**src/rtl/packet_filter_pkg.sv**
```systemverilog
// Shared types and register map for the host-driven frame source.
// Imported by the transmitter top level and its byte buffer.
package packet_filter_pkg;

    typedef enum logic [1:0] {
        IDLE = 2'd0,
        SEND = 2'd1,
        GAP  = 2'd2
    } tx_state_t;

    localparam logic [7:0] TX_CTRL   = 8'd0;
    localparam logic [7:0] TX_DATA   = 8'd1;
    localparam logic [7:0] TX_GAP    = 8'd2;
    localparam logic [7:0] TX_STATUS = 8'd3;
    localparam logic [7:0] TX_FILL   = 8'd4;
    localparam logic [7:0] TX_FRAMES = 8'd5;

    localparam int CTRL_START = 0;
    localparam int CTRL_CLEAR = 1;

    localparam int STAT_BUSY  = 0;
    localparam int STAT_FULL  = 1;
    localparam int STAT_EMPTY = 2;
    localparam int STAT_OVF   = 3;

    // The FILL register is 8 bits wide, so a full 256-byte buffer reads as 255.
    function automatic logic [7:0] sat_fill(input logic [31:0] n);
        return (n > 32'd255) ? 8'hFF : n[7:0];
    endfunction

endpackage

```
**src/rtl/tx_byte_buffer.sv**
```systemverilog
// Circular byte store: one-byte push, one- or two-byte pop, occupancy flags.
// The two head bytes are presented combinationally for beat assembly.
module tx_byte_buffer
    import packet_filter_pkg::*;
#(
    parameter  int BUF_BYTES = 256,
    localparam int PTR_W     = $clog2(BUF_BYTES)
) (
    input  logic             clk,
    input  logic             reset,
    input  logic             clear_i,
    input  logic             push_i,
    input  logic [7:0]       push_data_i,
    input  logic             pop_i,
    input  logic             pop_two_i,
    output logic [7:0]       rd_byte0_o,
    output logic [7:0]       rd_byte1_o,
    output logic [PTR_W:0]   count_o,
    output logic             full_o,
    output logic             empty_o
);

    logic [7:0]       mem_q [BUF_BYTES];
    logic [PTR_W-1:0] wr_ptr_q, wr_ptr_d;
    logic [PTR_W-1:0] rd_ptr_q, rd_ptr_d;
    logic [PTR_W-1:0] rd_ptr_nxt;
    logic [PTR_W:0]   count_q, count_d;
    logic [PTR_W:0]   pop_n;
    logic             push_ok;

    // Fullness is judged on the registered count, so a same-cycle pop never frees room.
    assign full_o     = (count_q == (PTR_W+1)'(BUF_BYTES));
    assign empty_o    = (count_q == '0);
    assign push_ok    = push_i && !full_o;
    assign rd_ptr_nxt = rd_ptr_q + PTR_W'(1);
    assign rd_byte0_o = mem_q[rd_ptr_q];
    assign rd_byte1_o = mem_q[rd_ptr_nxt];
    assign count_o    = count_q;

    always_comb begin
        pop_n = '0;
        if (pop_i) begin
            pop_n = pop_two_i ? (PTR_W+1)'(2) : (PTR_W+1)'(1);
        end
        wr_ptr_d = wr_ptr_q + PTR_W'(push_ok);
        rd_ptr_d = rd_ptr_q + pop_n[PTR_W-1:0];
        count_d  = count_q + (PTR_W+1)'(push_ok) - pop_n;
        if (clear_i) begin
            wr_ptr_d = '0;
            rd_ptr_d = '0;
            count_d  = '0;
        end
    end

    always_ff @(posedge clk) begin
        if (reset) begin
            wr_ptr_q <= '0;
            rd_ptr_q <= '0;
            count_q  <= '0;
        end else begin
            wr_ptr_q <= wr_ptr_d;
            rd_ptr_q <= rd_ptr_d;
            count_q  <= count_d;
        end
    end

    always_ff @(posedge clk) begin
        if (push_ok) begin
            mem_q[wr_ptr_q] <= push_data_i;
        end
    end

endmodule

```
**src/rtl/frame_transmitter.sv**
```systemverilog
// Host-loaded frame source: Avalon-MM register file fills a byte buffer that is
// replayed as one 16-bit AXI-Stream frame, followed by an optional idle gap.
module frame_transmitter
    import packet_filter_pkg::*;
#(
    parameter  int BUF_BYTES = 256,
    localparam int PTR_W     = $clog2(BUF_BYTES)
) (
    input  logic        clk,
    input  logic        reset,
    input  logic [7:0]  writedata,
    input  logic        write,
    input  logic        chipselect,
    input  logic [7:0]  address,
    input  logic        read,
    output logic [7:0]  readdata,
    output logic [15:0] egress_port_tdata,
    output logic        egress_port_tvalid,
    input  logic        egress_port_tready,
    output logic        egress_port_tlast
);

    tx_state_t      state_q, state_d;
    logic [15:0]    tdata_q, tdata_d;
    logic           tvalid_q, tvalid_d;
    logic           tlast_q, tlast_d;
    logic [7:0]     readdata_q, readdata_d;
    logic [7:0]     gap_q, gap_d;
    logic [7:0]     gap_cnt_q, gap_cnt_d;
    logic [7:0]     frames_q, frames_d;
    logic           ovf_q, ovf_d;
    logic [PTR_W:0] rem_q, rem_d;

    logic           wr_en, rd_en, start_req, clear_req, data_wr;
    logic           accept_start, reload, last_hs;
    logic           buf_pop, buf_pop_two, buf_clear, buf_full, buf_empty;
    logic [7:0]     buf_b0, buf_b1, status;
    logic [PTR_W:0] buf_count, avail;

    assign wr_en     = chipselect && write;
    assign rd_en     = chipselect && read;
    assign start_req = wr_en && (address == TX_CTRL) && writedata[CTRL_START];
    assign clear_req = wr_en && (address == TX_CTRL) && writedata[CTRL_CLEAR];
    assign data_wr   = wr_en && (address == TX_DATA);

    // A combined start+clear empties the buffer first, leaving nothing to send.
    assign accept_start = (state_q == IDLE) && start_req && !clear_req && !buf_empty;
    assign reload       = (state_q == SEND) && (!tvalid_q || egress_port_tready)
                          && !(tvalid_q && tlast_q);
    assign last_hs      = (state_q == SEND) && tvalid_q && egress_port_tready && tlast_q;

    assign status = {4'b0000, ovf_q, buf_empty, buf_full, (state_q != IDLE)};

    tx_byte_buffer #(.BUF_BYTES(BUF_BYTES)) u_buf (
        .clk         (clk),
        .reset       (reset),
        .clear_i     (buf_clear),
        .push_i      (data_wr),
        .push_data_i (writedata),
        .pop_i       (buf_pop),
        .pop_two_i   (buf_pop_two),
        .rd_byte0_o  (buf_b0),
        .rd_byte1_o  (buf_b1),
        .count_o     (buf_count),
        .full_o      (buf_full),
        .empty_o     (buf_empty)
    );

    always_ff @(posedge clk) begin
        if (reset) begin
            state_q    <= IDLE;
            tdata_q    <= '0;
            tvalid_q   <= 1'b0;
            tlast_q    <= 1'b0;
            readdata_q <= '0;
            gap_q      <= '0;
            gap_cnt_q  <= '0;
            frames_q   <= '0;
            ovf_q      <= 1'b0;
            rem_q      <= '0;
        end else begin
            state_q    <= state_d;
            tdata_q    <= tdata_d;
            tvalid_q   <= tvalid_d;
            tlast_q    <= tlast_d;
            readdata_q <= readdata_d;
            gap_q      <= gap_d;
            gap_cnt_q  <= gap_cnt_d;
            frames_q   <= frames_d;
            ovf_q      <= ovf_d;
            rem_q      <= rem_d;
        end
    end

    always_comb begin
        state_d = state_q;
        case (state_q)
            IDLE: if (accept_start) state_d = SEND;
            SEND: if (last_hs) state_d = (gap_q != 8'd0) ? GAP : IDLE;
            GAP:  if (gap_cnt_q <= 8'd1) state_d = IDLE;
            default: state_d = IDLE;
        endcase
    end

    always_comb begin
        tdata_d     = tdata_q;
        tvalid_d    = tvalid_q;
        tlast_d     = tlast_q;
        rem_d       = rem_q;
        frames_d    = frames_q;
        gap_d       = gap_q;
        gap_cnt_d   = gap_cnt_q;
        ovf_d       = ovf_q;
        readdata_d  = 8'h00;
        buf_pop     = 1'b0;
        buf_pop_two = 1'b0;
        buf_clear   = (state_q == IDLE) && clear_req;
        // The first beat sizes itself from the whole buffer; later beats from what is left of the frame.
        avail       = (state_q == IDLE) ? buf_count : rem_q;

        if (accept_start || reload) begin
            buf_pop     = 1'b1;
            buf_pop_two = (avail >= (PTR_W+1)'(2));
            tdata_d     = {buf_b0, buf_pop_two ? buf_b1 : 8'h00};
            tlast_d     = (avail <= (PTR_W+1)'(2));
            tvalid_d    = 1'b1;
            rem_d       = avail - (buf_pop_two ? (PTR_W+1)'(2) : (PTR_W+1)'(1));
        end
        if (last_hs) begin
            tvalid_d  = 1'b0;
            tlast_d   = 1'b0;
            frames_d  = frames_q + 8'd1;
            gap_cnt_d = gap_q;
        end
        if (state_q == GAP) begin
            gap_cnt_d = gap_cnt_q - 8'd1;
        end

        if (wr_en && (address == TX_GAP)) begin
            gap_d = writedata;
        end
        if (rd_en && (address == TX_STATUS)) begin
            ovf_d = 1'b0;
        end
        if (data_wr && buf_full) begin
            ovf_d = 1'b1;
        end

        if (rd_en) begin
            case (address)
                TX_STATUS: readdata_d = status;
                TX_FILL:   readdata_d = sat_fill(32'(buf_count));
                TX_FRAMES: readdata_d = frames_q;
                default:   readdata_d = 8'h00;
            endcase
        end
    end

    assign readdata           = readdata_q;
    assign egress_port_tdata  = tdata_q;
    assign egress_port_tvalid = tvalid_q;
    assign egress_port_tlast  = tlast_q;

endmodule

```
**config.mk**
```make
export PLATFORM = sky130hd
export DESIGN_NAME = frame_transmitter
export DESIGN_NICKNAME = d
export VERILOG_FILES = /design/src/rtl/packet_filter_pkg.sv /design/src/rtl/tx_byte_buffer.sv /design/src/rtl/frame_transmitter.sv
export SDC_FILE = /design/constraint.sdc
export NUM_CORES = 2
export LEC_CHECK = 0
export CELL_PAD_IN_SITES_DETAIL_PLACEMENT = 1
export CELL_PAD_IN_SITES_GLOBAL_PLACEMENT = 1
export CORE_UTILIZATION = 33
export DETAILED_ROUTE_END_ITERATION = 16
export HOLD_SLACK_MARGIN = 0.12
export PLACE_DENSITY = 0.58
export SLEW_MARGIN = 20
export SYNTH_ARGS = -nofsm -noshare
export SYNTH_HDL_FRONTEND = slang
export SYNTH_SLANG_ARGS = --single-unit
export TNS_END_PERCENT = 50
```
**constraint.sdc**
```tcl
create_clock -name clk -period 5.1 [get_ports clk]
set_clock_uncertainty 0.05 [all_clocks]
set_input_delay 1.02 -clock clk [delete_from_list [all_inputs] [get_ports clk]]
set_output_delay 1.02 -clock clk [all_outputs]
set_load 0.1 [all_outputs]
```
==> out/results.txt <==
CORE AREA - 0.303 mm2
FP Rows - 202
Worst hold-check path type - primary input to register
Die Y - 554 um
Avg Inst Size Synth - 17.6 um2
Post-DP HPWL - 242 mm
Layout cell share with drive strength beyond 1 - 0.314
Worst slew pin tran - 1220 ps
Cell area after synthesis - 0.101 mm2
Total I/O pin count - 48
Total GRT Usage - 0.230
Worst Path Arrival - 5320 ps
Distinct cells, synth - 77
Num CTS Buffers - 230
Power density cells - 316 mW/mm2
Port Buffer Count - 47
Rel. slew slack - 0.184
Die footprint - 0.307 mm2
Post-CTS Setup Inserts - 0
Setup CP Type - register to register
WL per Instance - 34.9 um
Initial Utilization - 0.332
Final Util - 0.384
Syn nets - 5,751
Status - finished clean
Latest clock arrival within the worst-skew pair - 890 ps
Cell taking the most area after synthesis - edfxtp_1
Setup crit start - u_buf.rd_ptr_q[0]$_SDFF_PP0_
YS warnings - 0
Worst-path clk slew - 70 ps
Hold Vio Cnt, Final - 0
Clock net sink count - 2,135
Final setup violation count - 0
Tcrit/Tclk final - 0.895
Min-delay src - writedata[0]
Fillers - 29,788
CTS H-Tree Depth - 4
Crit path required time - 5860 ps
Unrepaired setup endpoints after global routing - false
PostCTS Resize Cnt - 0
CP max FO - 76
Total number of vias - 61,318
First-pass GRT wire length - 500 mm
Post-synth EDFFs - 2,048
DRT antenna net count - 0
Synth top area share - 0.611
Vias in the first global route - 62,653
Synth Register Bits - 2,135
Number of nets in the layout - 6,145
Detailed Route WL - 358 mm
Crit-path max cell delay - 880 ps
GPL Wtd Cong - 0.894
Synth Flop Type - edfxtp_1
Initial antenna violation count - 15
Crit. End Element - register
CTS tree - built
Die width - 554 um
Synthesized netlist cell count - 5,699
Synth-to-Final Area Change - 15.8%
Global route total overflow - 0
Final Max Tran Viols - 0
Maximum VDD drop - 0.293 mV
Slowest stage cell, crit path - a2111oi_0
Clock buffer depth - 4
Pin count of the biggest net entering global routing - 168
R2r startpoint - u_buf.rd_ptr_q[0]$_SDFF_PP0_
CTS root buf - clkbuf_16
Cts hold-fix bufs - 0
Fmax - 0.219 GHz
DRC - 0
First-pass DRT Iterations - 5
Number of max-cap violations - 0
Startpoint Class - register
Hold_ws - 421 ps
Post-synthesis sequential area ratio - 0.629
Fraction of registers with async set/reset - 0
Leakage Power - 35.0 nW
Iteration-0 DRC count of the detailed router - 7,094
Post-DR vias/cell - 5.98
Minimum clock period - 4560 ps
Worst path cell trace - buf_12, mux4_2, nor2b_1, a211oi_1, a311oi_1, a2111oi_0, a31oi_1, nand4_1, nand3_1
Area contributors post-synth - edfxtp_1 (61%), mux4_2 (22%), mux2i_1 (2.9%)
Fin Setup TNS - 0 ps
[synthesized netlist by cell type (41+ instances only)]
master / count
a31oi_1: 58
a22oi_1: 63
nor2_1: 418
mux2i_1: 293
nand3_1: 175
edfxtp_1: 2048
mux4_2: 975
dfxtp_1: 87
nand2_1: 437
a21oi_1: 92
buf_4: 67
a211oi_1: 41
clkbuf_1: 170
buf_2: 165
[through the flow]
step                std cells  worst slack (ps)  area [um2]  power, mW
finish                  10261               537      117000       36.9
global route            10255               394      116000       37.7
CTS                     10253               668      116000       37.1
detailed placement       9838               316      109000       20.3
global placement         9838               151      109000       20.2
floorplan                5699               771      101000       19.8
[final cells by class]
class,count,area [um2],area share
flip-flops and latches,2135,63300,0.543
multi-input cells,3099,35300,0.303
clock buffers,262,5920,0.0508
repair buffers,604,5370,0.0461
well taps,3978,4980,0.0427
clock inverters,153,1580,0.0136
inverters,23,86.3,0.000741
diodes,7,17.5,0.000150
[placed cells by master (no fill, tap or decap), drive strengths merged, types with 19 or more instances in the layout]
cell	netlist	routed
a31oi	58	58
a22o	19	19
xnor2	22	22
a22oi	63	63
a221oi	26	26
edfxtp	2048	2048
mux4	975	975
nand2	437	437
o22ai	24	24
clkinv	0	96
mux2i	293	293
o221ai	32	32
a211oi	41	41
dfxtp	87	87
buf	272	565
clkdlybuf4s50	0	38
nand3	175	175
ha	27	27
nor2b	30	30
a21oi	92	92
and3	27	27
clkbuf	170	263
inv	23	30
a32oi	21	21
o21ai	47	47
nor2	419	419
mux2	39	39
clkinvlp	0	22
bufinv	0	28
[where the power goes]
part | switching (mW) | total, mW | internal (mW)
Combinational | 0.509 | 0.663 | 0.153
Sequential | 0.0178 | 19.2 | 19.2
Clock | 7.26 | 17.0 | 9.73
[metal layers]
layer  vias to the layer above  GRT usage  routed length (um)
met5                         -          0                  38
met4                         6     0.0902               15700
li1                      24507          -                   -
met2                      2761      0.370              170000
met3                       551     0.0405               26800
met1                     33493      0.309              146000
[worst max-delay path: cells and delay by family, from the launching register on]
family	cells	cell delay, ps
buffers and inverters	1	400
AND/OR/NAND/NOR	3	550
multiplexers	1	580
flip-flops	1	680
AO/OA/AOI/OAI	4	2010
[worst paths after layout]
| check | depth (start not counted) | slack [ps] | end |
|---|---|---|---|
| worst max-delay path | 9 | 540 | egress_port_tdata[12]$_SDFFE_PP0P_ |
| worst min register to register | 2 | 420 | rem_q[7]$_SDFFE_PP0P_ |
| worst min-delay path | 1 | 420 | u_buf.mem_q[149][0]$_DFFE_PP_ |
| worst max register to register | 9 | 540 | egress_port_tdata[12]$_SDFFE_PP0P_ |
[state kept, by name (all words and copies together), names as in the netlist]
name,cells
egress_port_tdata,16
egress_port_tlast,1
egress_port_tvalid,1
frames_q,8
gap_cnt_q,8
gap_q,8
ovf_q,1
readdata,8
rem_q,9
state_q,2
u_buf.count_o,9
u_buf.mem_q,2048
u_buf.rd_ptr_q,8
u_buf.wr_ptr_q,8
[kinds of logic (layout without fill, tap and decap cells)]
| family | count (synthesis) | in the layout | share of synthesized area |
|---|---|---|---|
| AND/OR/NAND/NOR | 1178 | 1178 | 0.0502 |
| XOR/XNOR | 38 | 38 | 0.00338 |
| multiplexers | 1307 | 1307 | 0.252 |
| flip-flops | 2135 | 2135 | 0.629 |
| adder cells (fa/ha/maj) | 30 | 30 | 0.00396 |
| AO/OA/AOI/OAI | 546 | 546 | 0.0390 |
| buffers and inverters | 465 | 1042 | 0.0229 |
| other | 0 | 7 | 0 |
(Power assumes the default switching activity.)
